File: config.mk
export PLATFORM = sky130hd
export DESIGN_NAME = sr_strobe_gen
export DESIGN_NICKNAME = d
export VERILOG_FILES = /design/src/rtl/sr_strobe_gen.sv
export SDC_FILE = /design/constraint.sdc
export NUM_CORES = 1
export LEC_CHECK = 0
export BUFFER_PORTS_ARGS = -buffer_cell sky130_fd_sc_hd__buf_2
export CAP_MARGIN = 5
export CELL_PAD_IN_SITES_DETAIL_PLACEMENT = 1
export CELL_PAD_IN_SITES_GLOBAL_PLACEMENT = 2
export CORE_ASPECT_RATIO = 1.2
export CORE_MARGIN = 5
export CORE_UTILIZATION = 30
export DETAILED_ROUTE_END_ITERATION = 8
export PLACE_DENSITY_LB_ADDON = 0.1
export SLEW_MARGIN = 20
export SYNTH_ARGS = -nofsm -noshare
export SYNTH_HDL_FRONTEND = slang
export SYNTH_SLANG_ARGS = --single-unit
File: constraint.sdc
create_clock -name clk -period 3.2 [get_ports clk]
set_input_delay 0.8 -clock clk [delete_from_list [all_inputs] [get_ports clk]]
set_output_delay 0.8 -clock clk [all_outputs]
set_load 0.02 [all_outputs]
File: src/rtl/sr_strobe_gen.sv
`default_nettype none
// ============================================================================
// Module      : sr_strobe_gen
// Description : Synchronises and debounces two raw push-buttons and turns each
//               debounced press into a fixed-width active-low strobe on s (set)
//               or r (reset) for a NAND set/reset latch. Arbitration guarantees
//               s and r are never low in the same cycle.
// Options     : define SR_STROBE_TRACK_EN to add the q_track output and to
//               silently discard requests that would not change the latch.
// Revision    : 1.0 - initial release
// ============================================================================
module sr_strobe_gen #(
    parameter int DEBOUNCE_CYCLES = 16,
    parameter int CNT_W           = 8,
    parameter int PULSE_LEN       = 4,
    parameter int RESET_PRIORITY  = 1
) (
    input  logic clk,
    input  logic rst,
    input  logic btn_set,
    input  logic btn_reset,
    output logic s,
    output logic r,
    output logic db_set,
    output logic db_reset,
    output logic busy,
    output logic overrun
`ifdef SR_STROBE_TRACK_EN
    ,
    output logic q_track
`endif
);

    localparam int C_PULSE_W = (PULSE_LEN > 1) ? $clog2(PULSE_LEN) : 1;
    localparam int C_CH_SET  = 0;
    localparam int C_CH_RST  = 1;

    typedef enum logic [1:0] {
        IDLE      = 2'd0,
        SET_PULSE = 2'd1,
        RST_PULSE = 2'd2,
        GAP       = 2'd3
    } state_t;

    // Channel 0 is the set button, channel 1 the reset button.
    logic [1:0] w_btn;
    logic [1:0] w_db;
    logic [1:0] w_req;

    assign w_btn = {btn_reset, btn_set};

    genvar gi;
    generate
        for (gi = 0; gi < 2; gi++) begin : g_chan
            logic             sync1_q;
            logic             sync2_q;
            logic             db_q;
            logic             db_d;
            logic             db_dly_q;
            logic [CNT_W-1:0] cnt_q;
            logic [CNT_W-1:0] cnt_d;

            // Debounce: count cycles the synchronised level disagrees, flip once the window is full
            always_comb begin
                db_d  = db_q;
                cnt_d = '0;
                if (sync2_q != db_q) begin
                    if (cnt_q == CNT_W'(DEBOUNCE_CYCLES - 1)) begin
                        db_d = ~db_q;
                    end else begin
                        cnt_d = cnt_q + CNT_W'(1);
                    end
                end
            end

            // Two-flop synchroniser, debounced level and its delayed copy for edge detection
            always_ff @(posedge clk) begin
                if (rst) begin
                    sync1_q  <= 1'b0;
                    sync2_q  <= 1'b0;
                    db_q     <= 1'b0;
                    db_dly_q <= 1'b0;
                    cnt_q    <= '0;
                end else begin
                    sync1_q  <= w_btn[gi];
                    sync2_q  <= sync1_q;
                    db_q     <= db_d;
                    db_dly_q <= db_q;
                    cnt_q    <= cnt_d;
                end
            end

            assign w_db[gi]  = db_q;
            assign w_req[gi] = db_q & ~db_dly_q;
        end
    endgenerate

    state_t               state_q;
    state_t               state_d;
    logic [C_PULSE_W-1:0] pulse_cnt_q;
    logic [C_PULSE_W-1:0] pulse_cnt_d;
    logic                 pend_s_q;
    logic                 pend_s_d;
    logic                 pend_r_q;
    logic                 pend_r_d;
    logic                 s_q;
    logic                 s_d;
    logic                 r_q;
    logic                 r_d;
    logic                 busy_q;
    logic                 busy_d;
    logic                 overrun_q;
    logic                 overrun_d;
    logic                 w_acc_s;
    logic                 w_acc_r;
`ifdef SR_STROBE_TRACK_EN
    logic                 q_track_q;
    logic                 q_track_d;
`endif

    // Request acceptance, pending flags, arbitration and next-state / output decode
    always_comb begin
        w_acc_s = w_req[C_CH_SET];
        w_acc_r = w_req[C_CH_RST];
`ifdef SR_STROBE_TRACK_EN
        // A request that would leave the latch unchanged is dropped without a flag.
        q_track_d = q_track_q;
        w_acc_s   = w_req[C_CH_SET] & ~q_track_q;
        w_acc_r   = w_req[C_CH_RST] & q_track_q;
`endif
        // Flags are one deep: a second request on an occupied flag is lost.
        overrun_d   = (w_acc_s & pend_s_q) | (w_acc_r & pend_r_q);
        pend_s_d    = pend_s_q | w_acc_s;
        pend_r_d    = pend_r_q | w_acc_r;
        state_d     = state_q;
        pulse_cnt_d = pulse_cnt_q;

        case (state_q)
            IDLE: begin
                pulse_cnt_d = '0;
                if (pend_r_d && ((RESET_PRIORITY != 0) || !pend_s_d)) begin
                    state_d  = RST_PULSE;
                    pend_r_d = 1'b0;
                end else if (pend_s_d) begin
                    state_d  = SET_PULSE;
                    pend_s_d = 1'b0;
                end
            end
            SET_PULSE: begin
                if (pulse_cnt_q == C_PULSE_W'(PULSE_LEN - 1)) begin
                    state_d = GAP;
`ifdef SR_STROBE_TRACK_EN
                    q_track_d = 1'b1;
`endif
                end else begin
                    pulse_cnt_d = pulse_cnt_q + C_PULSE_W'(1);
                end
            end
            RST_PULSE: begin
                if (pulse_cnt_q == C_PULSE_W'(PULSE_LEN - 1)) begin
                    state_d = GAP;
`ifdef SR_STROBE_TRACK_EN
                    q_track_d = 1'b0;
`endif
                end else begin
                    pulse_cnt_d = pulse_cnt_q + C_PULSE_W'(1);
                end
            end
            GAP: begin
                state_d = IDLE;
            end
            default: begin
                state_d = IDLE;
            end
        endcase

        // Outputs are decoded from the next state so they register alongside it.
        s_d    = (state_d != SET_PULSE);
        r_d    = (state_d != RST_PULSE);
        busy_d = (state_d != IDLE);
    end

    // Strobe FSM with registered outputs; reset forces both strobes high immediately
    always_ff @(posedge clk) begin
        if (rst) begin
            state_q     <= IDLE;
            pulse_cnt_q <= '0;
            pend_s_q    <= 1'b0;
            pend_r_q    <= 1'b0;
            s_q         <= 1'b1;
            r_q         <= 1'b1;
            busy_q      <= 1'b0;
            overrun_q   <= 1'b0;
`ifdef SR_STROBE_TRACK_EN
            q_track_q   <= 1'b0;
`endif
        end else begin
            state_q     <= state_d;
            pulse_cnt_q <= pulse_cnt_d;
            pend_s_q    <= pend_s_d;
            pend_r_q    <= pend_r_d;
            s_q         <= s_d;
            r_q         <= r_d;
            busy_q      <= busy_d;
            overrun_q   <= overrun_d;
`ifdef SR_STROBE_TRACK_EN
            q_track_q   <= q_track_d;
`endif
        end
    end

    assign s        = s_q;
    assign r        = r_q;
    assign db_set   = w_db[C_CH_SET];
    assign db_reset = w_db[C_CH_RST];
    assign busy     = busy_q;
    assign overrun  = overrun_q;
`ifdef SR_STROBE_TRACK_EN
    assign q_track  = q_track_q;
`endif

endmodule
`default_nettype wire

## Word-level counts from Yosys, hierarchy flattened

Cells that the tools add are included.

| word-level totals | value |
|---|---|
| register bits after elaboration | 34 |

| cells by class | value |
|---|---|
| eq/ne operators | 11 |
| reductions and logical operators | 10 |
| bitwise logic cells | 13 |
| add/subtract/negate cells | 3 |
| muxes and demuxes | 8 |

Operators with widths:

| operator | count |
|---|---|
| 8-bit by 1-bit adder with 8-bit output, second input constant | 2 |
| 8-bit by 4-bit == test with 1-bit output, second input constant | 2 |
| 2-bit 2-to-1 mux | 4 |
| 2-bit == test, second input constant | 3 |
| 1-bit inverter | 6 |
| 2-bit case mux with 3 select lines | 1 |
| 2-bit AND reduction | 3 |
| 3-bit OR reduction | 2 |
| 1-bit AND | 4 |
| 2-bit inequality test, second input constant | 2 |
| 2-bit case mux with 2 select lines | 1 |
| 2-bit nonzero test | 2 |
| 2-bit OR reduction | 2 |
| 1-bit bitwise OR | 3 |
| 2-bit by 1-bit adder with 2-bit output, second input constant | 1 |
| 2-bit by 1-bit == test with 1-bit output, second input constant | 1 |
| 2-bit zero test | 1 |
| 1-bit 2-to-1 mux | 2 |
| 1-bit inequality test | 2 |
| 2-bit by 1-bit inequality test with 1-bit output, second input constant | 1 |

## Logic depth before layout (Yosys ltp)

| depth | value |
|---|---|
| depth in word-level cells | 7 |
| gate-level depth with buffers | 6 |
| mapped depth without buffers | 6 |

## Worst setup path before layout

No wires, ideal clock.

| timing path | value |
|---|---|
| kind | in2reg |
| start | input rst |
| end | register g_chan[1].cnt_q[7] |
| arrival | 1.478 ns |
| stages | 4 |
| setup time | 0.115 ns |
| setup slack | 1.607 ns |
| buffers on the path | 1 |
| path through | clkbuf_1 > nand2b_1 > nand2b_1 > nor2_1 |

| between the ends | value |
|---|---|
| cells in the longest elaborated chain, start to end | 1 |

RTL lines:

| element | line | source |
|---|---|---|
| start: declaration | 19 | `input logic rst,` |
| 3-bit OR reduction (no line) | n/a |  |
| end signal: assignment | 89 | `cnt_q <= cnt_d;` |
| end: declaration | 60 | `logic [CNT_W-1:0] cnt_q;` |

No other way between the ends.
A chain may end at the register's enable or synchronous reset.

## Worst setup path in the final report

| timing path | value |
|---|---|
| start | register g_chan[1].db_q, in the netlist db_reset |
| end | output db_reset |

RTL lines:

| element | line | source |
|---|---|---|
| start: declaration | 57 | `logic db_q;` |
| start signal: assignment | 81 | `db_q <= 1'b0;` |
| start signal: assignment | 87 | `db_q <= db_d;` |
| end: declaration | 25 | `output logic db_reset,` |

No word-level cell between the ends.

==> reports/qor.yml <==
run_status:
  status: "finished, final reports clean"
detailed_routing:
  vias: 1038
  first_iter_violations: 56
  wl_per_cell_microns: 12.5
  ant_nets: 0
  first_pass_iters: 4
  finalWirelength_microns: 2700
  viasPerCell: 4.83
  drc: 0
cells_and_area:
  insertedDiodeCount: 0
  instances_no_fill: 215
  areaGrowthSynthToFinish_pct: 14.6
  drive_above_1_share_pct: 13.8
  final_nets: 166
  nFillCells: 525
sta:
  layout_min_cycle_time_ns: 1.69
  fin_setup_tns_ns: 0
  slew_headroom_pct: 61.5
  final-hold-violation-count: 0
  rsz0062_at_grt: "no"
  post-route-period-util_pct: 52.9
  max_slew.worst_pin.slew_ns: 0.574
  setup_viol: 0
  drv_slew: 0
  max_freq_ghz: 0.591
  finClkSkew_ns: 0.00704
clock_tree:
  cts_resized: 0
  ctsHoldBuffers: 0
  clk_pin_slew_worst_paths_ns: 0.07
  cts_root_buf: "clkbuf_8"
  numCtsBuffers: 5
  htree_levels: 2
  cts.sinks: 34
  cts_tree: "yes"
  clock_latency_ns: 0.28
  clockBufferDepth: 2
  cts_setup_buffers: 0
pwr:
  leakage_nw: 0.572
  vdd.ir_drop.worst_uv: 278
  p_per_area_mw_per_mm2: 525
floorplan:
  ios: 10
  die_width_microns: 71.4
  dieArea_sq_mm: 0.00598
  start_util_pct: 31.4
  coreArea_sq_mm: 0.00433
  die_h_microns: 83.7
  row_count: 26
place:
  port_buffers: 9
  post-dp-hpwl_microns: 2030
  dp_cells: 207
  gp_congestion: 0.728
worst_setup_path:
  cp.required_ns: 2.40
  path_delay_family: "flip-flops"
  path_buf_inv: 1
  critical_path.cell_chain: "buf_2"
  critPathArrivalTime_ns: 0.89
  endpoint_kind: "primary output"
  setup.worst_path.start_class: "register"
  crit_fanout: 5
  slowest_delay_ns: 0.41
  slowest_stage: "dfxtp_1"
  path_class: "reg -> out"
synthesis:
  synthArstFlopShare_pct: 0
  yosysWarnings: 0
  ys_ff_latch: 34
  synth_area_leaders: "dfxtp_1 (50%), nor2_1 (6.1%), nor2b_1 (4.1%), ha_1 (3.7%), xnor2_1 (3.2%)"
  yosysSeqAreaShare_pct: 50.1
  synth_edf_count: 0
  synthesis.nets: 152
  yosysMostFrequentCell: "dfxtp_1"
  syn_area_per_cell_sq_um: 9.44
  syn_inst: 144
  synth_top_cell_by_area: "dfxtp_1"
  synth_area_sq_mm: 0.00136
  synth_top_area_share_pct: 50.1
  ys.flop_type: "dfxtp_1"
  yosysUniqueCellTypes: 33
  ys_top_cells_by_count: "dfxtp_1 (34), nor2_1 (22), nor2b_1 (9)"
grt:
  grtUsageMet1_pct: 11.6
  grt_use_total_pct: 10.1
  grt_pass1_vias: 1057
  busiest_layer: "met2"
  globalRoute.totalOverflow: 0
  antenna_found_initial: 0
  use_met3_pct: 4.46
  grt_max_degree: 21
  met2_usage_pct: 16.2
  grt_pass1_wl_microns: 4760
flow_run:
  maxCapViolations: 0
worst_hold_path:
  hold_class: "reg -> reg"
[cells in the final DEF (no fill, tap or decap), types with 2 or more instances in the layout]
cell type   n
nor2b_1     9
nand2_1     5
a22oi_1     3
o21ai_0     4
xnor2_1     5
nor2_1     22
ha_1        4
nand3_1     4
nand2b_1    5
dfxtp_1    34
or3_1       2
a21oi_1     8
clkbuf_8    6
xor2_1      4
mux2i_1     2
buf_2       9
o211ai_1    2
nor3_1      7
a21o_1      2
inv_1       7
[per-layer routing]
layer | share of wire [%] | vias up | wire length, microns
met2 | 47 | 14 | 1280
met1 | 46 | 498 | 1250
li1 | - | 520 | -
met3 | 4.4 | 6 | 118
met5 | 0 | - | 0
met4 | 1.9 | 0 | 51
[path summary, 6_finish.rpt]
| kind | start | endpoint | slack [ns] | cells after the start |
|---|---|---|---|---|
| setup / recovery | db_reset | db_reset | 1.51 | 1 |
| hold / removal | g_chan[0].sync1_q | g_chan[0].sync2_q | 0.45 | 1 |
| setup reg to reg | state_q[0] | s | 1.55 | 6 |
| hold reg to reg | g_chan[0].sync1_q | g_chan[0].sync2_q | 0.45 | 1 |
[stage by stage]
step / hold slack (ns) / total power (W) / util [%] / area (sq um) / worst slack [ns]
6_report: 0.447 / 0.000818 / 36.0 / 1560 / 1.51
3_5_place_dp: 0.427 / 0.000504 / 33.9 / 1470 / 1.41
2_1_floorplan: 0.414 / 0.000489 / - / 1360 / 1.61
3_3_place_gp: 0.427 / 0.000502 / 33.9 / 1470 / 1.47
4_1_cts: 0.450 / 0.000828 / 36.0 / 1560 / 1.49
5_1_grt: 0.455 / 0.000860 / 36.0 / 1560 / 1.41
[where the power goes]
group          switching, W   total, W  internal [W]
clock              0.000151   0.000324      0.000173
combinational     0.0000348  0.0000573     0.0000225
sequential       0.00000402   0.000437      0.000432
total              0.000190   0.000818      0.000628
[state kept, by name, indices dropped and copies added, names as in the netlist]
name / flops
g_chan.cnt_q: 16
g_chan.db_dly_q: 2
g_chan.sync1_q: 2
g_chan.sync2_q: 2
pulse_cnt_q: 2
state_q: 2
busy: 1
db_reset: 1
db_set: 1
overrun: 1
pend_r_q: 1
pend_s_q: 1
r: 1
s: 1
[cell families (layout without fill, tap and decap cells)]
logic type | after synthesis | in the layout | share of synthesized area [%]
compound gates | 23 | 23 | 11.0
xor+xnor | 9 | 9 | 5.80
fa+ha+maj | 4 | 4 | 3.68
buf+inv | 9 | 24 | 2.49
flops | 34 | 34 | 50.1
mux | 2 | 2 | 1.47
simple gates | 63 | 63 | 25.5
[cell type report]
type | instances | area [sq um] | share of cell area (%)
Sequential cell | 34 | 681 | 43.7
Clock inverter | 1 | 5.00 | 0.321
Clock buffer | 7 | 86.3 | 5.54
Multi-Input combinational cell | 101 | 644 | 41.4
Tap cell | 56 | 70.1 | 4.50
Timing Repair Buffer | 9 | 45.0 | 2.89
Inverter | 7 | 26.3 | 1.69
(Power assumes the default switching activity.)
